### src/rtl/qam_pkg.sv
// ---------------------------------------------------------------------------
// qam_pkg
//   Shared constants and types for the 4-point QAM modulation link.
//   Holds the 128-entry signed 9-bit carrier tables (amplitude 255, one
//   carrier cycle per symbol period), the symbol period, the 2-bit symbol
//   type with its four encodings, and the symbol decision helper.
//   No ports.
// ---------------------------------------------------------------------------
package qam_pkg;

  localparam int SYM_PERIOD = 128;
  localparam int PHASE_W    = 7;
  localparam int SAMPLE_W   = 9;
  localparam int PROD_W     = 2 * SAMPLE_W;

  localparam logic [PHASE_W-1:0] LAST_PHASE = PHASE_W'(SYM_PERIOD - 1);

  // bit1 = I negative, bit0 = Q positive
  typedef enum logic [1:0] {
    SYM_IP_QN = 2'b00,
    SYM_IP_QP = 2'b01,
    SYM_IN_QN = 2'b10,
    SYM_IN_QP = 2'b11
  } sym_t;

  localparam logic signed [SAMPLE_W-1:0] SIN_TAB [0:SYM_PERIOD-1] = '{
     9'sd0,    9'sd13,   9'sd25,   9'sd37,   9'sd50,   9'sd62,   9'sd74,   9'sd86,
     9'sd98,   9'sd109,  9'sd120,  9'sd131,  9'sd142,  9'sd152,  9'sd162,  9'sd171,
     9'sd180,  9'sd189,  9'sd197,  9'sd205,  9'sd212,  9'sd219,  9'sd225,  9'sd231,
     9'sd236,  9'sd240,  9'sd244,  9'sd247,  9'sd250,  9'sd252,  9'sd254,  9'sd255,
     9'sd255,  9'sd255,  9'sd254,  9'sd252,  9'sd250,  9'sd247,  9'sd244,  9'sd240,
     9'sd236,  9'sd231,  9'sd225,  9'sd219,  9'sd212,  9'sd205,  9'sd197,  9'sd189,
     9'sd180,  9'sd171,  9'sd162,  9'sd152,  9'sd142,  9'sd131,  9'sd120,  9'sd109,
     9'sd98,   9'sd86,   9'sd74,   9'sd62,   9'sd50,   9'sd37,   9'sd25,   9'sd13,
     9'sd0,   -9'sd13,  -9'sd25,  -9'sd37,  -9'sd50,  -9'sd62,  -9'sd74,  -9'sd86,
    -9'sd98,  -9'sd109, -9'sd120, -9'sd131, -9'sd142, -9'sd152, -9'sd162, -9'sd171,
    -9'sd180, -9'sd189, -9'sd197, -9'sd205, -9'sd212, -9'sd219, -9'sd225, -9'sd231,
    -9'sd236, -9'sd240, -9'sd244, -9'sd247, -9'sd250, -9'sd252, -9'sd254, -9'sd255,
    -9'sd255, -9'sd255, -9'sd254, -9'sd252, -9'sd250, -9'sd247, -9'sd244, -9'sd240,
    -9'sd236, -9'sd231, -9'sd225, -9'sd219, -9'sd212, -9'sd205, -9'sd197, -9'sd189,
    -9'sd180, -9'sd171, -9'sd162, -9'sd152, -9'sd142, -9'sd131, -9'sd120, -9'sd109,
    -9'sd98,  -9'sd86,  -9'sd74,  -9'sd62,  -9'sd50,  -9'sd37,  -9'sd25,  -9'sd13
  };

  // Quarter-cycle shifted copy of SIN_TAB
  localparam logic signed [SAMPLE_W-1:0] COS_TAB [0:SYM_PERIOD-1] = '{
     9'sd255,  9'sd255,  9'sd254,  9'sd252,  9'sd250,  9'sd247,  9'sd244,  9'sd240,
     9'sd236,  9'sd231,  9'sd225,  9'sd219,  9'sd212,  9'sd205,  9'sd197,  9'sd189,
     9'sd180,  9'sd171,  9'sd162,  9'sd152,  9'sd142,  9'sd131,  9'sd120,  9'sd109,
     9'sd98,   9'sd86,   9'sd74,   9'sd62,   9'sd50,   9'sd37,   9'sd25,   9'sd13,
     9'sd0,   -9'sd13,  -9'sd25,  -9'sd37,  -9'sd50,  -9'sd62,  -9'sd74,  -9'sd86,
    -9'sd98,  -9'sd109, -9'sd120, -9'sd131, -9'sd142, -9'sd152, -9'sd162, -9'sd171,
    -9'sd180, -9'sd189, -9'sd197, -9'sd205, -9'sd212, -9'sd219, -9'sd225, -9'sd231,
    -9'sd236, -9'sd240, -9'sd244, -9'sd247, -9'sd250, -9'sd252, -9'sd254, -9'sd255,
    -9'sd255, -9'sd255, -9'sd254, -9'sd252, -9'sd250, -9'sd247, -9'sd244, -9'sd240,
    -9'sd236, -9'sd231, -9'sd225, -9'sd219, -9'sd212, -9'sd205, -9'sd197, -9'sd189,
    -9'sd180, -9'sd171, -9'sd162, -9'sd152, -9'sd142, -9'sd131, -9'sd120, -9'sd109,
    -9'sd98,  -9'sd86,  -9'sd74,  -9'sd62,  -9'sd50,  -9'sd37,  -9'sd25,  -9'sd13,
     9'sd0,    9'sd13,   9'sd25,   9'sd37,   9'sd50,   9'sd62,   9'sd74,   9'sd86,
     9'sd98,   9'sd109,  9'sd120,  9'sd131,  9'sd142,  9'sd152,  9'sd162,  9'sd171,
     9'sd180,  9'sd189,  9'sd197,  9'sd205,  9'sd212,  9'sd219,  9'sd225,  9'sd231,
     9'sd236,  9'sd240,  9'sd244,  9'sd247,  9'sd250,  9'sd252,  9'sd254,  9'sd255
  };

  // Map correlation signs onto the symbol; a zero correlation counts as
  // "not negative" for I and "not positive" for Q.
  function automatic sym_t symDecide(input logic iNeg, input logic qPos);
    return sym_t'({iNeg, qPos});
  endfunction

endpackage

### src/rtl/qam_corr.sv
// ---------------------------------------------------------------------------
// qam_corr
//   One correlation channel of the QAM demodulator: carrier table lookup,
//   single-cycle multiply-accumulate and combinational final sum.
//   USE_SIN selects the sine table (Q channel) instead of cosine (I channel).
//
//   Ports:
//     clk       in   sample clock, rising edge
//     reset     in   asynchronous active-low reset
//     phase_i   in   carrier phase of the sample on sample_i
//     accept_i  in   sample_i is accepted on this edge
//     sample_i  in   signed carrier sample
//     fin_o     out  accumulator plus current product (final sum at phase 127)
// ---------------------------------------------------------------------------
module qam_corr
  import qam_pkg::*;
#(
  parameter int ACC_W   = 25,
  parameter bit USE_SIN = 1'b0
) (
  input  logic                       clk,
  input  logic                       reset,
  input  logic [PHASE_W-1:0]         phase_i,
  input  logic                       accept_i,
  input  logic signed [SAMPLE_W-1:0] sample_i,
  output logic signed [ACC_W-1:0]    fin_o
);

  logic signed [SAMPLE_W-1:0] coef;
  logic signed [PROD_W-1:0]   prod;
  logic signed [ACC_W-1:0]    prodExt;
  logic signed [ACC_W-1:0]    acc_q;
  logic signed [ACC_W-1:0]    acc_d;

  // Coefficient for the current phase from the selected carrier table
  always_comb begin
    coef = USE_SIN ? SIN_TAB[phase_i] : COS_TAB[phase_i];
  end

  assign prod    = sample_i * coef;
  assign prodExt = {{(ACC_W-PROD_W){prod[PROD_W-1]}}, prod};
  assign fin_o   = acc_q + prodExt;

  // Accumulate phases 1..126, skip the phase-0 symbol-load slot, and clear
  // on phase 127 since that sample is folded into fin_o by the top level.
  always_comb begin
    acc_d = acc_q;
    if (accept_i) begin
      if (phase_i == LAST_PHASE) begin
        acc_d = '0;
      end else if (phase_i != '0) begin
        acc_d = acc_q + prodExt;
      end
    end
  end

  // Accumulator register
  always_ff @(posedge clk or negedge reset) begin
    if (!reset) begin
      acc_q <= '0;
    end else begin
      acc_q <= acc_d;
    end
  end

endmodule

### src/rtl/qam_demod.sv
// ---------------------------------------------------------------------------
// qam_demod
//   Coherent demodulator for the 4-point QAM carrier. Correlates each
//   128-sample symbol period against the cos (I) and sin (Q) carrier
//   tables and registers one 2-bit symbol per period.
//
//   Optional feature macro: QAM_DEMOD_ERR_EN enables the low-confidence
//   check on sym_err; without it sym_err is tied low.
//
//   Ports:
//     clk           in   sample clock, rising edge
//     reset         in   asynchronous active-low reset
//     sample_in     in   signed 9-bit carrier sample
//     sample_valid  in   sample_in is accepted on this edge
//     sym_out       out  recovered symbol, registered
//     sym_valid     out  one-cycle pulse when the outputs carry a new symbol
//     sym_err       out  low-confidence flag for the current symbol
//     i_corr        out  final cosine correlation of the last symbol
//     q_corr        out  final sine correlation of the last symbol
// ---------------------------------------------------------------------------
module qam_demod
  import qam_pkg::*;
#(
  parameter int ACC_W      = 25,
  parameter int ERR_THRESH = 100000
) (
  input  logic                       clk,
  input  logic                       reset,
  input  logic signed [SAMPLE_W-1:0] sample_in,
  input  logic                       sample_valid,
  output logic [1:0]                 sym_out,
  output logic                       sym_valid,
  output logic                       sym_err,
  output logic signed [ACC_W-1:0]    i_corr,
  output logic signed [ACC_W-1:0]    q_corr
);

  logic [PHASE_W-1:0]      phase_q, phase_d;
  logic                    lastPhase;
  logic signed [ACC_W-1:0] iFin, qFin;

  sym_t                    sym_q, sym_d;
  logic                    symValid_q, symValid_d;
  logic signed [ACC_W-1:0] iCorr_q, iCorr_d;
  logic signed [ACC_W-1:0] qCorr_q, qCorr_d;

  assign lastPhase = sample_valid && (phase_q == LAST_PHASE);

  qam_corr #(.ACC_W(ACC_W), .USE_SIN(1'b0)) u_corrI (
    .clk      (clk),
    .reset    (reset),
    .phase_i  (phase_q),
    .accept_i (sample_valid),
    .sample_i (sample_in),
    .fin_o    (iFin)
  );

  qam_corr #(.ACC_W(ACC_W), .USE_SIN(1'b1)) u_corrQ (
    .clk      (clk),
    .reset    (reset),
    .phase_i  (phase_q),
    .accept_i (sample_valid),
    .sample_i (sample_in),
    .fin_o    (qFin)
  );

  // Phase counter wraps naturally at 128 and holds through valid gaps
  always_comb begin
    phase_d = phase_q;
    if (sample_valid) begin
      phase_d = phase_q + 7'd1;
    end
  end

  // Capture the decision and final correlations on the phase-127 accept;
  // the pulse is simply the registered phase-127 accept so it always drops
  // on the following edge.
  always_comb begin
    symValid_d = lastPhase;
    sym_d      = sym_q;
    iCorr_d    = iCorr_q;
    qCorr_d    = qCorr_q;
    if (lastPhase) begin
      sym_d   = symDecide(iFin[ACC_W-1], !qFin[ACC_W-1] && (qFin != '0));
      iCorr_d = iFin;
      qCorr_d = qFin;
    end
  end

  // Phase and output registers
  always_ff @(posedge clk or negedge reset) begin
    if (!reset) begin
      phase_q    <= '0;
      sym_q      <= SYM_IP_QN;
      symValid_q <= 1'b0;
      iCorr_q    <= '0;
      qCorr_q    <= '0;
    end else begin
      phase_q    <= phase_d;
      sym_q      <= sym_d;
      symValid_q <= symValid_d;
      iCorr_q    <= iCorr_d;
      qCorr_q    <= qCorr_d;
    end
  end

  assign sym_out   = sym_q;
  assign sym_valid = symValid_q;
  assign i_corr    = iCorr_q;
  assign q_corr    = qCorr_q;

`ifdef QAM_DEMOD_ERR_EN
  // One extra bit so negating the most negative correlation cannot overflow
  localparam logic [ACC_W:0] THRESH = (ACC_W+1)'(ERR_THRESH);

  logic signed [ACC_W:0] iWide, qWide;
  logic [ACC_W:0]        iMag, qMag;
  logic                  err_q, err_d;

  assign iWide = {iFin[ACC_W-1], iFin};
  assign qWide = {qFin[ACC_W-1], qFin};
  assign iMag  = iWide[ACC_W] ? -iWide : iWide;
  assign qMag  = qWide[ACC_W] ? -qWide : qWide;

  // Flag the symbol when either axis is too weak to trust its sign
  always_comb begin
    err_d = err_q;
    if (lastPhase) begin
      err_d = (iMag < THRESH) || (qMag < THRESH);
    end
  end

  // Error flag register, updated alongside sym_out
  always_ff @(posedge clk or negedge reset) begin
    if (!reset) begin
      err_q <= 1'b0;
    end else begin
      err_q <= err_d;
    end
  end

  assign sym_err = err_q;
`else
  assign sym_err = 1'b0;
`endif

endmodule

### config.mk
export PLATFORM = sky130hd
export DESIGN_NAME = qam_demod
export DESIGN_NICKNAME = d
export VERILOG_FILES = /design/src/rtl/qam_pkg.sv /design/src/rtl/qam_corr.sv /design/src/rtl/qam_demod.sv
export SDC_FILE = /design/constraint.sdc
export NUM_CORES = 1
export LEC_CHECK = 0
export BUFFER_PORTS_ARGS = -buffer_cell sky130_fd_sc_hd__buf_2
export CORE_MARGIN = 1.5
export CORE_UTILIZATION = 69
export DETAILED_ROUTE_END_ITERATION = 10
export PLACE_DENSITY = 0.88
export SLEW_MARGIN = 30
export SYNTH_ARGS = -nofsm -noshare
export SYNTH_HDL_FRONTEND = slang
export SYNTH_HIERARCHICAL = 1
export SYNTH_SLANG_ARGS = --single-unit
export TNS_END_PERCENT = 20
### constraint.sdc
create_clock -name clk -period 17.95 [get_ports clk]
set_clock_uncertainty 0.1 [all_clocks]
set_input_delay 1.795 -clock clk [delete_from_list [all_inputs] [get_ports clk]]
set_output_delay 1.795 -clock clk [all_outputs]
set_load 0.005 [all_outputs]
* Word level (Yosys, flattened, before mapping)
Memory sizes are Yosys's and may differ from the RTL's.
Cells that the tools add are included.
** Storage, ports and cells
- Bits of input ports :: 12
- Output and inout bits :: 54
- Memories :: 2
- Register bits after elaboration :: 110
- ROM bits :: 2304
- Logic and storage cells :: 32
** Memories
- (no name shown) :: words 128, bits a word 9, read ports 1, clocked after memory_dff 0, write ports 0, RTL line qam_corr.sv:37 : coef = USE_SIN ? SIN_TAB[phase_i] : COS_TAB[phase_i];
- (no name shown) :: words 128, bits a word 9, read ports 1, clocked after memory_dff 0, write ports 0, RTL line qam_corr.sv:37
** Operators by class
- Equality and inequality tests :: 1
- Bitwise gates (word level) :: 1
- Reductions and logical operators :: 7
- Add/sub/neg operators :: 3
- $lt $le $gt $ge :: 1
- Muxes and demuxes :: 8
- Multipliers :: 2
** Operators by type and width (number)
- 2-to-1 mux 25 bit :: 4
- adder 25 x 18 -> 25 bit :: 2
- multiplier 9 x 9 -> 18 bit :: 2
- 2-to-1 mux 9 bit :: 4
- nonzero test 25 bit :: 1
- greater-or-equal comparator 8 bit, second input constant :: 1
- NOT 7 -> 8 bit :: 1
- adder 7 x 1 -> 7 bit, second input constant :: 1
- == test 7 bit, second input constant :: 1
- nonzero test 7 bit :: 1
- logical AND 1 bit :: 2
- AND reduction 2 bit :: 1
- nonzero test 2 bit :: 1
- zero test 1 bit :: 1

* Depth between registers and ports, before layout
- Depth in word-level cells :: 8
- Depth in mapped cells :: 32
- Mapped depth without buffers :: 29

* Modules after synthesis
The synthesis kept the hierarchy.
** By module, submodules not included
- qam_corr (u_corrQ) :: sequential area each 625.6 µm², area an instance 7413.4 µm², cells an instance 860, instances 1
- qam_corr (u_corrI) :: sequential area each 625.6 µm², area an instance 6989.2 µm², cells an instance 819, instances 1
- qam_demod :: sequential area each 1476.4 µm², area an instance 2549.9 µm², cells an instance 143, instances 1

* Worst setup path before layout
No wires, ideal clock.
- Kind :: reg2reg
- Start point :: reg phase_q[1]
- End point :: reg sym_q[0] (netlist: sym_out[0])
- Buffers on the path :: 3
- Cell stages (with the launch flop) :: 31
- Clock period less this slack :: 8084 ps
- Slack :: 9866 ps
- Data required time :: 17725 ps
- Arrival time :: 7859 ps
- Library setup time :: 125 ps
- Path through :: dfrtp_1 > buf_2 > inv_1 > ha_1 > buf_2 > o21bai_1 > o21ai_1 > mux4_2 > mux2i_4 > nand2_1 > fa_1 > inv_1 > fa_1 > inv_1 > fa_1 > inv_1 > fa_1 > inv_1 > fa_1 > inv_1 > ha_1 > clkbuf_1 > a21oi_1 > nand2_1 > a221oi_1 > o31ai_1 > xor2_1 > nor4_1 > and4_1 > a31oi_1 > mux2_4
** Between the ends
- Cells in the longest elaborated chain, start to end :: 8
- Elaborated cells between the ends (all ways) :: 11
- Classes of those cells :: 1 x add/sub; 1 x mul; 1 x eq/ne; 2 x mux; 1 x bitwise; 4 x reduce/logical; 1 x memory
** RTL lines
- from (decl) :: RTL line qam_demod.sv:38 : logic [PHASE_W-1:0] phase_q, phase_d;
- from (signal assigned) :: RTL line qam_demod.sv:99 : phase_q <= phase_d;
- NOT 7 -> 8 bit
- memory (128 x 9 bit)
- 2-to-1 mux 9 bit (not written as such) (2 in series) :: RTL line qam_corr.sv:37
- multiplier 9 x 9 -> 18 bit :: RTL line qam_corr.sv:40 : assign prod = sample_i * coef;
- adder 25 x 18 -> 25 bit :: RTL line qam_corr.sv:42 : assign fin_o = acc_q + prodExt;
- via qFin[23] :: RTL line qam_demod.sv:40 : logic signed [ACC_W-1:0] iFin, qFin;
- nonzero test 25 bit :: RTL line qam_demod.sv:84 : sym_d = symDecide(iFin[ACC_W-1], !qFin[ACC_W-1] && (qFin != '0));
- logical AND 1 bit :: RTL line qam_demod.sv:84
- to (signal assigned) :: RTL line qam_demod.sv:100 : sym_q <= sym_d;
- to (decl) :: RTL line qam_demod.sv:42 : sym_t sym_q, sym_d;
The timed path passes the listed nets, and every way through them passes these cells. The select of a mux whose other input is x is not followed.
A chain may end at the register's enable or synchronous reset.

* Worst setup path in the final report
- Start point :: reg phase_q[2]
- End point :: reg sym_q[0] (netlist: sym_out[0])
Same word-level chain as after synthesis.

==> run_results.csv <==
group,metric,value,unit
status,outcome,"finished, final reports clean",
routing,antenna_left,0,
floorplanning,die_x,159.7,µm
setup_path,crit_path_start_kind,"flip-flop",
floorplanning,initial_core_util,0.6991,
sta,maxSlewViolCount,0,
clocking,ctsHoldBuffers,0,
clocking,clock-sinks,109,
setup_path,cpPeakStageDelay,0.74,ns
setup_path,path_class,"flip-flop to flip-flop",
routing,via_count,13250,
finish,final_cell_mix,"inv_1, fa_1, ha_1",
finish,multiInputGateArea,12520,µm²
setup_path,worstSetupStartpoint,"phase_q[2]",
finish,areaGrowthSynthToFinish,3.425,%
clocking,cts_resized,0,
run,max_cap_violations,0,
routing,routedWlPerCell,19.20,µm
sta,timing.final.crit_period,9.192,ns
finish,drive_above_1_share,0.1096,
floorplanning,die_h,159.7,µm
sta,relSlewSlack,0.4061,
logic_synthesis,yosys.area.top_type,"fa_1",
logic_synthesis,async_flop_share,1.000,
routing,drtIter0Drc,1437,
clocking,insertion_delay,0.38,ns
sta,fmax,0.1088,GHz
logic_synthesis,ys_ff_latch,109,
sta,hold_viol_final,0,
sta,rsz0062_at_grt,"no",
sta,fin_crit_sh,0.5121,
hold_path,hp-start,"u_corrI/acc_q[4]",
finish,diodes,0,
floorplanning,ios,66,
clocking,clk_path_buf_depth,2,
clocking,h-tree-depth,3,
logic_synthesis,synth_top_area_share,0.2374,
routing,avgViaCountPerCell,6.169,
setup_path,crit_path_top_delay_cell,"buf_4",
clocking,path_clk_slew,0.10,ns
logic_synthesis,netlist_top_cells_area,"fa_1, dfrtp_1, ha_1",
sta,worst_pin_slew,0.8661,ns
global_routing,grt.overflow.total,0,
placed_design,io_buffers,64,
logic_synthesis,syn_inst,1822,
setup_path,reg2reg_from,"phase_q[2]",
floorplanning,core,24250,µm²
logic_synthesis,netlist_area,16950,µm²
setup_path,crit_path_frequent_cell,"fa_1",
placed_design,gp_congestion,0.9282,
floorplanning,die-area,25520,µm²
global_routing,antenna_found_initial,0,
clocking,cts_tree,"yes",
hold_path,hp-class,"flip-flop to flip-flop",
setup_path,critPathMaxFanout,87,
sta,finalSetupTns,0,ns
global_routing,grt_use_total,0.3319,
logic_synthesis,yosysSeqAreaShare,0.1609,
routing,drc_errors,0,
clocking,clock-root-buffer,"clkbuf_16",
floorplanning,num_rows,57,
global_routing,grt_max_degree,88,
logic_synthesis,synth_cell_types,97,
logic_synthesis,synth_edf_count,0,
placed_design,place_hpwl,31060,µm
routing,drtPass1Iterations,5,
sta,hold_slack,0.3974,ns
setup_path,critPathRequiredTime,18.11,ns
logic_synthesis,yosys_warnings,6,
clocking,post_cts_buffers,0,
routing,totalWireLength,41240,µm
setup_path,critPathCaptureType,"flip-flop",
finish,final_common_cell,"inv_1",
global_routing,first_global_vias,13400,
logic_synthesis,avgSynthCellArea,9.304,µm²
finish,register_area,2735,µm²
sta,setup_violations,0,
clocking,numCtsBuffers,9,
setup_path,critPathArrivalTime,9.35,ns
finish,fillers,1764,
global_routing,grt_pass1_wl,67900,µm
logic_synthesis,synth_ff_type,"dfrtp_1",
logic_synthesis,synth.net_count,2191,
finish,final_nets,2188,
## cell families after synthesis
family	count (synthesis)	share of synthesized area
adder cells (fa/ha/maj)	359	0.3537
other	1	0.0002212
AND/OR/NAND/NOR	456	0.1343
buffers and inverters	392	0.1007
flip-flops	109	0.1609
multiplexers	80	0.06975
XOR/XNOR	56	0.02938
AO/OA/AOI/OAI	369	0.1512
## worst paths after layout
| check | endpoint | slack, ns | cells past startpoint |
|---|---|---|---|
| max | sym_out[0] | 8.76 | 28 |
| min | u_corrI/acc_q[4] | 0.40 | 2 |
| max reg2reg | sym_out[0] | 8.76 | 28 |
| min reg2reg | u_corrI/acc_q[4] | 0.40 | 2 |
| max in group asynchronous | u_corrQ/acc_q[23] | 15.09 | 2 |
| min in group asynchronous | phase_q[6] | 1.35 | 1 |
## synthesized netlist by cell type (all sizes together), types with 7 or more instances
library cell and n:
inv 300, fa 201, ha 156, nand2 148, dfrtp 109, a21oi 86, nor2 86, o21ai 84
and2 66, buf 66, mux2 55, nor2b 39, xnor2 38, a22o 30, clkbuf 26, nand2b 26
nor3 24, a211oi 22, a31oi 21, a21o 18, mux2i 18, xor2 18, o31ai 14, and3 13
o211ai 12, nand3 11, o21bai 10, nor4 9, nand4 8, mux4 7, o311ai 7, or3 7
## state kept, by name (all words and copies together), names as in the netlist
signal and cells:
sym_out 2, u_corrQ/acc_q 25, i_corr 24, q_corr 25, sym_valid 1, u_corrI/acc_q 25
phase_q 7
## final cells by class
class | count | share of cell area
Clock inverter | 7 | 0.004282
Inverter | 300 | 0.06423
Sequential cell | 109 | 0.1560
Tap cell | 324 | 0.02312
Clock buffer | 9 | 0.01285
Multi-Input combinational cell | 1321 | 0.7140
Timing Repair Buffer | 78 | 0.02555
## stage by stage
step | util | area [µm²] | instances | setup WS [ns]
floorplan | - | 16950 | 1822 | 9.866
global route | 0.7231 | 17530 | 2148 | 8.256
global placement | 0.7095 | 17210 | 2131 | 9.034
detailed placement | 0.7095 | 17210 | 2131 | 8.883
CTS | 0.7219 | 17510 | 2147 | 8.847
finish | 0.7231 | 17530 | 2148 | 8.758
## critical path, delay by kind of cell, from the launching register on
kind            cells  cell delay [ns]
xor+xnor            1             0.19
compound gates      8             1.86
simple gates        5             0.89
mux                 1             0.29
flops               1             0.67
buf+inv             6             1.42
fa+ha+maj           7             3.60
## metal layers
| metal | wire, µm | global-route usage | up-vias |
|---|---|---|---|
| li1 | - | - | 6032 |
| met1 | 17910 | 0.4551 | 6585 |
| met2 | 19950 | 0.5534 | 549 |
| met3 | 2351 | 0.03584 | 86 |
| met4 | 1035 | 0.1119 | 0 |
| met5 | 0 | 0 | - |
Power is left out: the tool's default activity adds up to more than one toggle a clock period on the data nets, which glitch-free logic cannot reach.
